[src/rtl/keypad_scan_pkg.sv]
// Shared types and helpers for the 4x4 keypad scanner.
package keypad_pkg;

  typedef enum logic [1:0] {
    SCAN,
    DEBOUNCE,
    PRESSED,
    RELEASE
  } kp_state_t;

  localparam logic [3:0] COL_RESET = 4'b1110;
  localparam logic [3:0] ROWS_IDLE = 4'b1111;

  // Returns {valid, idx}: valid only when exactly one row line is pulled low.
  function automatic logic [2:0] row_onehot_idx(input logic [3:0] rows);
    logic [2:0] r;
    r = 3'b000;
    case (rows)
      4'b1110: r = 3'b100;
      4'b1101: r = 3'b101;
      4'b1011: r = 3'b110;
      4'b0111: r = 3'b111;
      default: r = 3'b000;
    endcase
    return r;
  endfunction

endpackage

[src/rtl/keypad_scan_if.sv]
// Key report bundle from the scanner to counter-load / display logic.
interface keypad_scan_if;
  logic [3:0] key_code;
  logic       key_valid;
  logic       key_held;

  modport master (output key_code, key_valid, key_held);
  modport slave  (input  key_code, key_valid, key_held);
endinterface

[src/rtl/keypad_scan_slot_timer.sv]
// Column slot timer: one sample strobe per SCAN_DIV cycles, one-hot-low column drive.
module keypad_slot_timer #(
  parameter int SCAN_DIV = 50000
) (
  input  logic       clk,
  input  logic       rst,
  input  logic       advance,
  output logic       sample,
  output logic [1:0] col_idx,
  output logic [3:0] key_col
);

  localparam int CNT_W = $clog2(SCAN_DIV);

  logic [CNT_W-1:0] cnt;

  assign sample  = (cnt == CNT_W'(SCAN_DIV - 1));
  assign key_col = ~(4'b0001 << col_idx);

  // NOTE: state registers use non-blocking assignments so every flop samples pre-edge values.
  always_ff @(posedge clk) begin
    if (rst) begin
      cnt     <= '0;
      col_idx <= '0;
    end else begin
      cnt <= sample ? '0 : cnt + 1'b1;
      if (sample && advance) col_idx <= col_idx + 1'b1;
    end
  end

endmodule

[src/rtl/keypad_scan.sv]
// 4x4 active-low keypad scanner with debounce; define KEYPAD_REPEAT_EN for auto-repeat strobes.
module keypad_scan
  import keypad_pkg::*;
#(
  parameter int SCAN_DIV     = 50000,
  parameter int DEBOUNCE_N   = 4,
  parameter int REPEAT_DELAY = 100,
  parameter int REPEAT_RATE  = 25
) (
  input  logic          clk,
  input  logic          rst,
  input  logic [3:0]    KEY_ROW,
  output logic [3:0]    KEY_COL,
  keypad_scan_if.master kp
);

  localparam int DB_W = $clog2(DEBOUNCE_N + 1);

  if (SCAN_DIV < 2 || DEBOUNCE_N < 1 || REPEAT_DELAY < 1 || REPEAT_RATE < 1) begin : g_param_check
    $error("keypad_scan: parameter out of range");
  end

  kp_state_t       state, state_n;
  logic [DB_W-1:0] cnt, cnt_n;
  logic [3:0]      row_s1, row_s2;
  logic [1:0]      cap_row, col_idx;
  logic [3:0]      key_code, acc_code;
  logic            key_valid;
  logic            sample, advance, capture, accept, rep_fire;
  logic [2:0]      pat;
  logic            pat_valid, rows_idle;

  keypad_slot_timer #(.SCAN_DIV(SCAN_DIV)) u_timer (
    .clk     (clk),
    .rst     (rst),
    .advance (advance),
    .sample  (sample),
    .col_idx (col_idx),
    .key_col (KEY_COL)
  );

  assign pat       = row_onehot_idx(row_s2);
  assign pat_valid = pat[2];
  assign rows_idle = (row_s2 == ROWS_IDLE);
  // The column is frozen outside SCAN, so col_idx is already the captured column.
  assign acc_code  = (state == SCAN) ? {pat[1:0], col_idx} : {cap_row, col_idx};

  // NOTE: every signal driven here gets a default first, so no path can infer a latch.
  always_comb begin
    state_n = state;
    cnt_n   = cnt;
    capture = 1'b0;
    accept  = 1'b0;
    advance = 1'b0;
    if (sample) begin
      case (state)
        SCAN: begin
          if (pat_valid) begin
            capture = 1'b1;
            if (DEBOUNCE_N == 1) begin
              accept  = 1'b1;
              state_n = PRESSED;
            end else begin
              cnt_n   = DB_W'(1);
              state_n = DEBOUNCE;
            end
          end else begin
            advance = 1'b1;
          end
        end
        DEBOUNCE: begin
          if (pat_valid && pat[1:0] == cap_row) begin
            if (cnt == DB_W'(DEBOUNCE_N - 1)) begin
              accept  = 1'b1;
              state_n = PRESSED;
            end else begin
              cnt_n = cnt + 1'b1;
            end
          end else begin
            advance = 1'b1;
            state_n = SCAN;
          end
        end
        PRESSED: begin
          if (rows_idle) begin
            if (DEBOUNCE_N == 1) begin
              state_n = SCAN;
            end else begin
              cnt_n   = DB_W'(1);
              state_n = RELEASE;
            end
          end
        end
        RELEASE: begin
          if (!rows_idle) begin
            state_n = PRESSED;
          end else if (cnt == DB_W'(DEBOUNCE_N - 1)) begin
            state_n = SCAN;
          end else begin
            cnt_n = cnt + 1'b1;
          end
        end
        default: state_n = SCAN;
      endcase
    end
  end

  always_ff @(posedge clk) begin
    if (rst) begin
      row_s1    <= ROWS_IDLE;
      row_s2    <= ROWS_IDLE;
      state     <= SCAN;
      cnt       <= '0;
      cap_row   <= '0;
      key_code  <= '0;
      key_valid <= 1'b0;
    end else begin
      row_s1    <= KEY_ROW;
      row_s2    <= row_s1;
      state     <= state_n;
      cnt       <= cnt_n;
      if (capture) cap_row <= pat[1:0];
      if (accept)  key_code <= acc_code;
      key_valid <= accept | rep_fire;
    end
  end

`ifdef KEYPAD_REPEAT_EN
  localparam int REP_MAX = (REPEAT_DELAY > REPEAT_RATE) ? REPEAT_DELAY : REPEAT_RATE;
  localparam int REP_W   = $clog2(REP_MAX + 1);

  logic [REP_W-1:0] rep_cnt;
  logic             rep_started, rep_tick;

  // First repeat waits REPEAT_DELAY samples, later ones REPEAT_RATE; RELEASE simply pauses the count.
  assign rep_tick = sample && (state == PRESSED) && !rows_idle;
  assign rep_fire = rep_tick && (rep_started ? (rep_cnt + 1'b1 == REP_W'(REPEAT_RATE))
                                             : (rep_cnt + 1'b1 == REP_W'(REPEAT_DELAY)));

  always_ff @(posedge clk) begin
    if (rst || accept) begin
      rep_cnt     <= '0;
      rep_started <= 1'b0;
    end else if (rep_tick) begin
      if (rep_fire) begin
        rep_cnt     <= '0;
        rep_started <= 1'b1;
      end else begin
        rep_cnt <= rep_cnt + 1'b1;
      end
    end
  end
`else
  assign rep_fire = 1'b0;
`endif

  assign kp.key_code  = key_code;
  assign kp.key_valid = key_valid;
  assign kp.key_held  = (state == PRESSED) || (state == RELEASE);

endmodule

[src/flat_wrapper.sv]
// flat-port wrapper written by rule: the top's interface ports become plain ports
module keypad_scan_flat import keypad_pkg::*;
#(
  parameter int SCAN_DIV     = 50000,
  parameter int DEBOUNCE_N   = 4,
  parameter int REPEAT_DELAY = 100,
  parameter int REPEAT_RATE  = 25
)
  (clk, rst, KEY_ROW, KEY_COL, kp_key_code, kp_key_valid, kp_key_held);
  keypad_scan_if kp_i ();
  input  logic clk;
  input  logic rst;
  input  logic [3:0] KEY_ROW;
  output logic [3:0] KEY_COL;
  output wire logic [$bits(kp_i.key_code)-1:0] kp_key_code;
  output wire logic [$bits(kp_i.key_valid)-1:0] kp_key_valid;
  output wire logic [$bits(kp_i.key_held)-1:0] kp_key_held;
  assign kp_key_code = kp_i.key_code;
  assign kp_key_valid = kp_i.key_valid;
  assign kp_key_held = kp_i.key_held;
  keypad_scan #(.SCAN_DIV(SCAN_DIV), .DEBOUNCE_N(DEBOUNCE_N), .REPEAT_DELAY(REPEAT_DELAY), .REPEAT_RATE(REPEAT_RATE)) u_core (.clk(clk), .rst(rst), .KEY_ROW(KEY_ROW), .KEY_COL(KEY_COL), .kp(kp_i));
endmodule
[config.mk]
export PLATFORM = sky130hd
export DESIGN_NAME = keypad_scan_flat
export DESIGN_NICKNAME = d
export VERILOG_FILES = /design/src/rtl/keypad_scan_pkg.sv /design/src/rtl/keypad_scan_if.sv /design/src/rtl/keypad_scan_slot_timer.sv /design/src/rtl/keypad_scan.sv /design/src/flat_wrapper.sv
export SDC_FILE = /design/constraint.sdc
export NUM_CORES = 1
export LEC_CHECK = 0
export CAP_MARGIN = 10
export CORE_MARGIN = 4
export CORE_UTILIZATION = 60
export DETAILED_ROUTE_END_ITERATION = 12
export GPL_ROUTABILITY_DRIVEN = 0
export PLACE_DENSITY = 0.85
export REMOVE_ABC_BUFFERS = 1
export SKIP_LAST_GASP = 1
export SLEW_MARGIN = 20
export SYNTH_ARGS = -nofsm -noshare
export SYNTH_HDL_FRONTEND = slang
export SYNTH_SLANG_ARGS = --single-unit
[constraint.sdc]
create_clock -name clk -period 3.1 [get_ports clk]
set_input_delay 0.31 -clock clk [delete_from_list [all_inputs] [get_ports clk]]
set_output_delay 0.31 -clock clk [all_outputs]
set_load 0.01 [all_outputs]
==> After elaboration in Yosys (flattened, before gate mapping) <==
Cells that the tools add are included.
{ "word_totals": {"regBits": 38, "out_inout_bits": 10, "wordCells": 64} }
{ "classes": {"addsub": 3, "n_eq_ne": 17, "n_shift": 1, "muxes": 26, "n_bitwise": 1, "n_reduce_logical": 7} }
{ "ops": {"columns": ["op", "n"], "rows": [
  ["case mux 3 bit (4 select lines)", 2],
  ["adder 16 x 1 -> 16 bit (second input constant)", 1],
  ["equality test 16 bit (second input constant)", 1],
  ["equality test 4 bit (second input constant)", 4],
  ["2-to-1 mux 3 bit", 5],
  ["2-to-1 mux 2 bit", 6],
  ["2-to-1 mux 1 bit", 10],
  ["AND reduction 5 bit", 2],
  ["inequality test 2 x 1 -> 1 bit (second input constant)", 4],
  ["case mux 2 bit (4 select lines)", 1],
  ["inequality test 3 bit (second input constant)", 2],
  ["equality test 2 bit (second input constant)", 2],
  ["equality test 4 x 3 -> 1 bit (second input constant)", 1],
  ["2-to-1 mux 4 bit", 1],
  ["NOT 4 bit", 1],
  ["<< shifter 1 x 2 -> 4 bit (first input constant)", 1],
  ["adder 3 x 1 -> 3 bit (second input constant)", 1],
  ["equality test 3 x 2 -> 1 bit (second input constant)", 1],
  ["adder 2 x 1 -> 2 bit (second input constant)", 1],
  ["equality test 2 x 1 -> 1 bit (second input constant)", 1],
  ["equality test 2 bit", 1],
  ["logical AND 1 bit", 2],
  ["zero test 2 bit", 1],
  ["case mux 1 bit (2 select lines)", 1],
  ["2 further kinds", 2]
]} }

==> Logic depth before layout (Yosys ltp) <==
{ "depth": {"word_depth": 8, "ltp_mapped": 7, "ltp_nobuf": 6} }

==> By module <==
A second synthesis with hierarchy kept.
{ "unflattened": {"cells_unflattened": 209, "area_unflattened_um2": 1913.1} }
{ "by_module_without_submodules": {"columns": ["module", "n_inst", "cells_per_inst", "area_each_um2"], "rows": [
  ["keypad_scan", 1, 110, 1021.0],
  ["keypad_slot_timer", 1, 99, 892.1]
]} }

==> Worst setup path after synthesis <==
No wires, ideal clock.
{ "synth_path": {"kind": "register to register", "startpoint": "register u_core.cap_row[0]", "endpoint": "register u_core.key_code[2], in the netlist u_core.kp.key_code[2]", "setup_time_ns": 0.123, "arrival_ns": 1.735, "slack_ns": 1.242, "path_stages_with_launch": 6, "n_path_buf": 0, "period_less_slack_ns": 1.858, "cell_sequence": "dfxtp_1 -> or3b_1 -> a211oi_1 -> o2111ai_1 -> nor2_2 -> mux2_1"} }
{ "synth_between": {"elab_chain_len": 5, "word_cells_on_any_way": 6, "classes_between": "1 x eq/ne; 4 x mux; 1 x reduce/logical"} }
{ "synth_rtl": {"columns": ["item", "line", "text"], "rows": [
  ["start, declared", "keypad_scan.sv:26", "logic [1:0] cap_row, col_idx;"],
  ["start signal, assigned", "keypad_scan.sv:122", "if (capture) cap_row <= pat[1:0];"],
  ["equality test 2 bit", "keypad_scan.sv:72", "if (pat_valid && pat[1:0] == cap_row) begin"],
  ["logical AND 1 bit", "keypad_scan.sv:72", null],
  ["2-to-1 mux 1 bit", "keypad_scan.sv:72", null],
  ["2-to-1 mux 1 bit", "keypad_scan.sv:56", "case (state)"],
  ["2-to-1 mux 1 bit", "keypad_scan.sv:55", "if (sample) begin"],
  ["end signal, assigned", "keypad_scan.sv:123", "if (accept) key_code <= acc_code;"],
  ["end, declared", "keypad_scan.sv:27", "logic [3:0] key_code, acc_code;"]
]} }
Several ways; a longest one is shown, not always the timed one.
A chain may end at the register's enable or synchronous reset.

==> Worst setup path after layout <==
{ "layout_path": {"startpoint": "register u_core.row_s2[1]", "endpoint": "register u_core.key_code[2], in the netlist u_core.kp.key_code[2]"} }
{ "layout_between": {"elab_chain_len": 7, "word_cells_on_any_way": 11, "classes_between": "5 x eq/ne; 5 x mux; 1 x reduce/logical"} }
{ "layout_rtl": {"columns": ["item", "line", "text"], "rows": [
  ["start, declared", "keypad_scan.sv:25", "logic [3:0] row_s1, row_s2;"],
  ["start signal, assigned", "keypad_scan.sv:119", "row_s2 <= row_s1;"],
  ["equality test 4 x 3 -> 1 bit or equality test 4 bit (tied branches)", "keypad_scan_pkg.sv:18", "case (rows)"],
  ["case mux 3 bit (4 select lines) *", "keypad_scan_pkg.sv:18", null],
  ["equality test 2 bit", "keypad_scan.sv:72", null],
  ["logical AND 1 bit", "keypad_scan.sv:72", null],
  ["2-to-1 mux 1 bit", "keypad_scan.sv:72", null],
  ["2-to-1 mux 1 bit", "keypad_scan.sv:56", null],
  ["2-to-1 mux 1 bit", "keypad_scan.sv:55", null]
]} }
Mark *: on every way between the ends. The rest lies on a longest branch, timed or not.

==> summary.txt <==
Min path
  • Tightest Hold Check Type: flip-flop to flip-flop

Clock network
  • Clock latency on the worst-skew pair: 0.37 ns
  • Clk buf depth: 2
  • Postcts setup bufs: 0
  • Post-cts resize count: 0
  • TritonCTS clock tree: yes
  • H-tree Lvls: 2
  • CTS Buf Count: 5
  • Hold_buf cts: 0
  • CTS clk-pin slew, worst paths: 0.12 ns
  • Clk sinks: 38
  • CTS Root Cell: clkbuf_4

Final layout
  • Area growth syn-to-layout: 11.5%
  • Commonest cells after routing, fill and taps aside: dfxtp_1, nor2_1, clkdlybuf4s50_1
  • Antenna diodes: 0
  • Final Util: 70.5%
  • Most common cell after layout, fill and taps aside: dfxtp_1
  • Fraction of layout cells with a size suffix above 1: 9.96%
  • Fin area: 2190 um^2
  • NumNets Final: 243

Drt
  • Avg WL per Cell: between 10 and 15 um
  • Initial DRC Count: 80
  • Routed Antenna Nets: 0
  • 1st-pass router iterations: 5
  • DR vias: 1571
  • DRC: 0
  • Final wirelength: between 3000 and 4000 um
  • Via/cell ratio: approximately 5.7

Place
  • Placed cell areas: about 2100 um^2
  • Final HPWL DP: 2680 um
  • Port Buffers: 15

Worst setup path
  • Worst path slowest cell: dfxtp_1
  • Req. time, crit path: 3.37 ns
  • Flop2flop setup slack: 0.83 ns
  • Startpoint types: flip-flop
  • Arr. time, crit path: roughly 2.5 ns
  • Worst setup EP type: flip-flop
  • Crit path largest cell delay: 0.56 ns
  • Max FO, Critical Path: 11
  • CP Cell Sequence: or3b_1 > a211oi_1 > o2111ai_1 > nor2_2 > mux2_1
  • CP Class: flip-flop to flip-flop

Outcome
  • Status: complete, no violations

Synthesis
  • Cell taking the most area after synthesis: dfxtp_1
  • Ranking of synthesized cells by area: dfxtp_1, ha_1, nor2_1
  • Synth unique cells: a little over 50
  • Number of synthesized flops with an enable pin: 0
  • Syn Area/Cell: 8.96 um^2
  • Syn Inst Count: 219
  • Post-synth ARST share: 0%
  • Top-area cell type share of the netlist area: 38.8%
  • Synth Flop Type: dfxtp_1
  • Mapped Area: 1960 um^2
  • Yosys warns: 0
  • Yosys reg bits: 38
  • Sequential area share after synthesis: 38.8%

Global routing
  • Largest net degree at the start of global routing: 21
  • First-pass GRT wire length: 6650 um
  • Initial antenna violation count: 0
  • Total gr overflow: 0
  • Vias in the first global route: 1500
  • GRT Total Usage: a little over 20%

Floorplanning
  • Row count: 20
  • Die H: 65.2 um
  • Initial Utilization: 63.3%
  • Num ports: 16
  • Core area: about 3100 um^2
  • Die area: roughly 4300 um^2
  • Die width: 65.2 um

STA
  • Setup tns final: 0 ns
  • Tcrit/Tclk final: 73.2%
  • Final Critical Period: 2.27 ns
  • Max Transition Viols Final: 0
  • Setup violators final: 0
  • Hold Vio Cnt, Final: 0
  • Maximum clock rate: roughly 440 MHz
  • Least-Margin Pin Slew: 0.759 ns
  • Clk_skew: between 0.015 and 0.02 ns
  • Slew headroom: 49.3%
  • RSZ-0062 raised after global routing: no

Pwr
  • Clk pwr share: 33.5%
  • Sequential share of power: 60.8%
  • Comb power frac: around 5.7%
  • Pleak: 0.774 nW
  • Switch Pwr: 0.202 mW
  • Internal power: ~0.63 mW
  • Total power: 0.831 mW
  • Worst IR drop on VDD: about 0.0004 V
  • Pwr per Cell Area: about 380 nW/um^2
  • Switch share: between 20% and 30%

Flow run
  • Max Cap Viol: 0
cell usage after synthesis (2+ instances only):
master     instances
o2111ai_1          3
nor2b_1            3
or3_1              2
and4_1             5
nand2b_1           6
a21o_1             4
nand3_1           10
nor4bb_1           2
inv_1              9
nor3b_1            2
clkbuf_1           9
and3b_1            3
mux2i_1            6
buf_2              2
nand3b_1           4
or4_4              2
and2_1             3
xnor2_1            8
dfxtp_1           38
nand2_1            7
o21ai_1            4
o21bai_1           2
nor3_1             3
ha_1               7
nand4_1            7
xor2_1             7
or2_2              9
nor2_1            21
a21oi_1            5
o21ai_0            4
a31oi_1            2
metal layers:
layer	wire length [um]	GRT usage (%)	up-vias
met5	0	0	-
met4	63	11.7	0
met3	211	4.62	7
met2	1780	33.1	42
met1	1720	24.4	726
li1	-	-	796
final cells by class:
type	count	area [um^2]
Sequential cell	38	761
Clock inverter	2	12.5
Clock buffer	6	51.3
Multi-Input combinational cell	160	1120
Tap cell	44	55.1
Inverter	9	33.8
Timing Repair Buffer	16	158
Fill cell	265	915
kinds of logic after synthesis:
family | count (synthesis) | synth area share [%]
flip-flops | 38 | 38.8
XOR/XNOR | 15 | 6.69
adder cells (fa/ha/maj) | 7 | 4.46
AND/OR/NAND/NOR | 101 | 31.7
buffers and inverters | 21 | 4.33
multiplexers | 7 | 3.63
AO/OA/AOI/OAI | 30 | 10.4
registers in the layout (all words and copies together) (netlist names):
| name | flops |
|---|---|
| u_core.row_s2 | 4 |
| u_core.state | 2 |
| u_core.row_s1 | 4 |
| u_core.kp.key_code | 4 |
| u_core.u_timer.col_idx | 2 |
| u_core.kp.key_valid | 1 |
| u_core.u_timer.cnt | 16 |
| u_core.cap_row | 2 |
| u_core.cnt | 3 |
worst paths after layout:
kind,end,start,cells after the start
setup / recovery,u_core.kp.key_code[2],u_core.row_s2[1],5
hold / removal,u_core.row_s2[1],u_core.row_s1[1],1
setup reg to reg,u_core.kp.key_code[2],u_core.row_s2[1],5
hold reg to reg,u_core.row_s2[1],u_core.row_s1[1],1
worst max-delay path, delay by kind of cell (launching register included):
family | cells | cell delay [ns]
AND/OR/NAND/NOR | 2 | 0.66
AO/OA/AOI/OAI | 2 | 0.62
flip-flops | 1 | 0.56
multiplexers | 1 | 0.34
through the flow:
stage               hold WS, ns  setup slack, ns  std cells
floorplan                 0.379             1.11        207
global placement          0.392            0.882        267
detailed placement        0.392            0.874        267
CTS                       0.419            0.839        275
global route              0.432            0.657        275
finish                    0.418            0.830        275
power groups by stage:
stage / sequential, mW / clock, mW / combinational (mW)
global route: 0.507 / 0.301 / 0.0532
CTS: 0.505 / 0.281 / 0.0470
global placement: 0.516 / 0 / 0.0452
floorplan: 0.514 / 0 / 0.0298
detailed placement: 0.516 / 0 / 0.0469
finish: 0.505 / 0.278 / 0.0470
(Power assumes the default switching activity.)
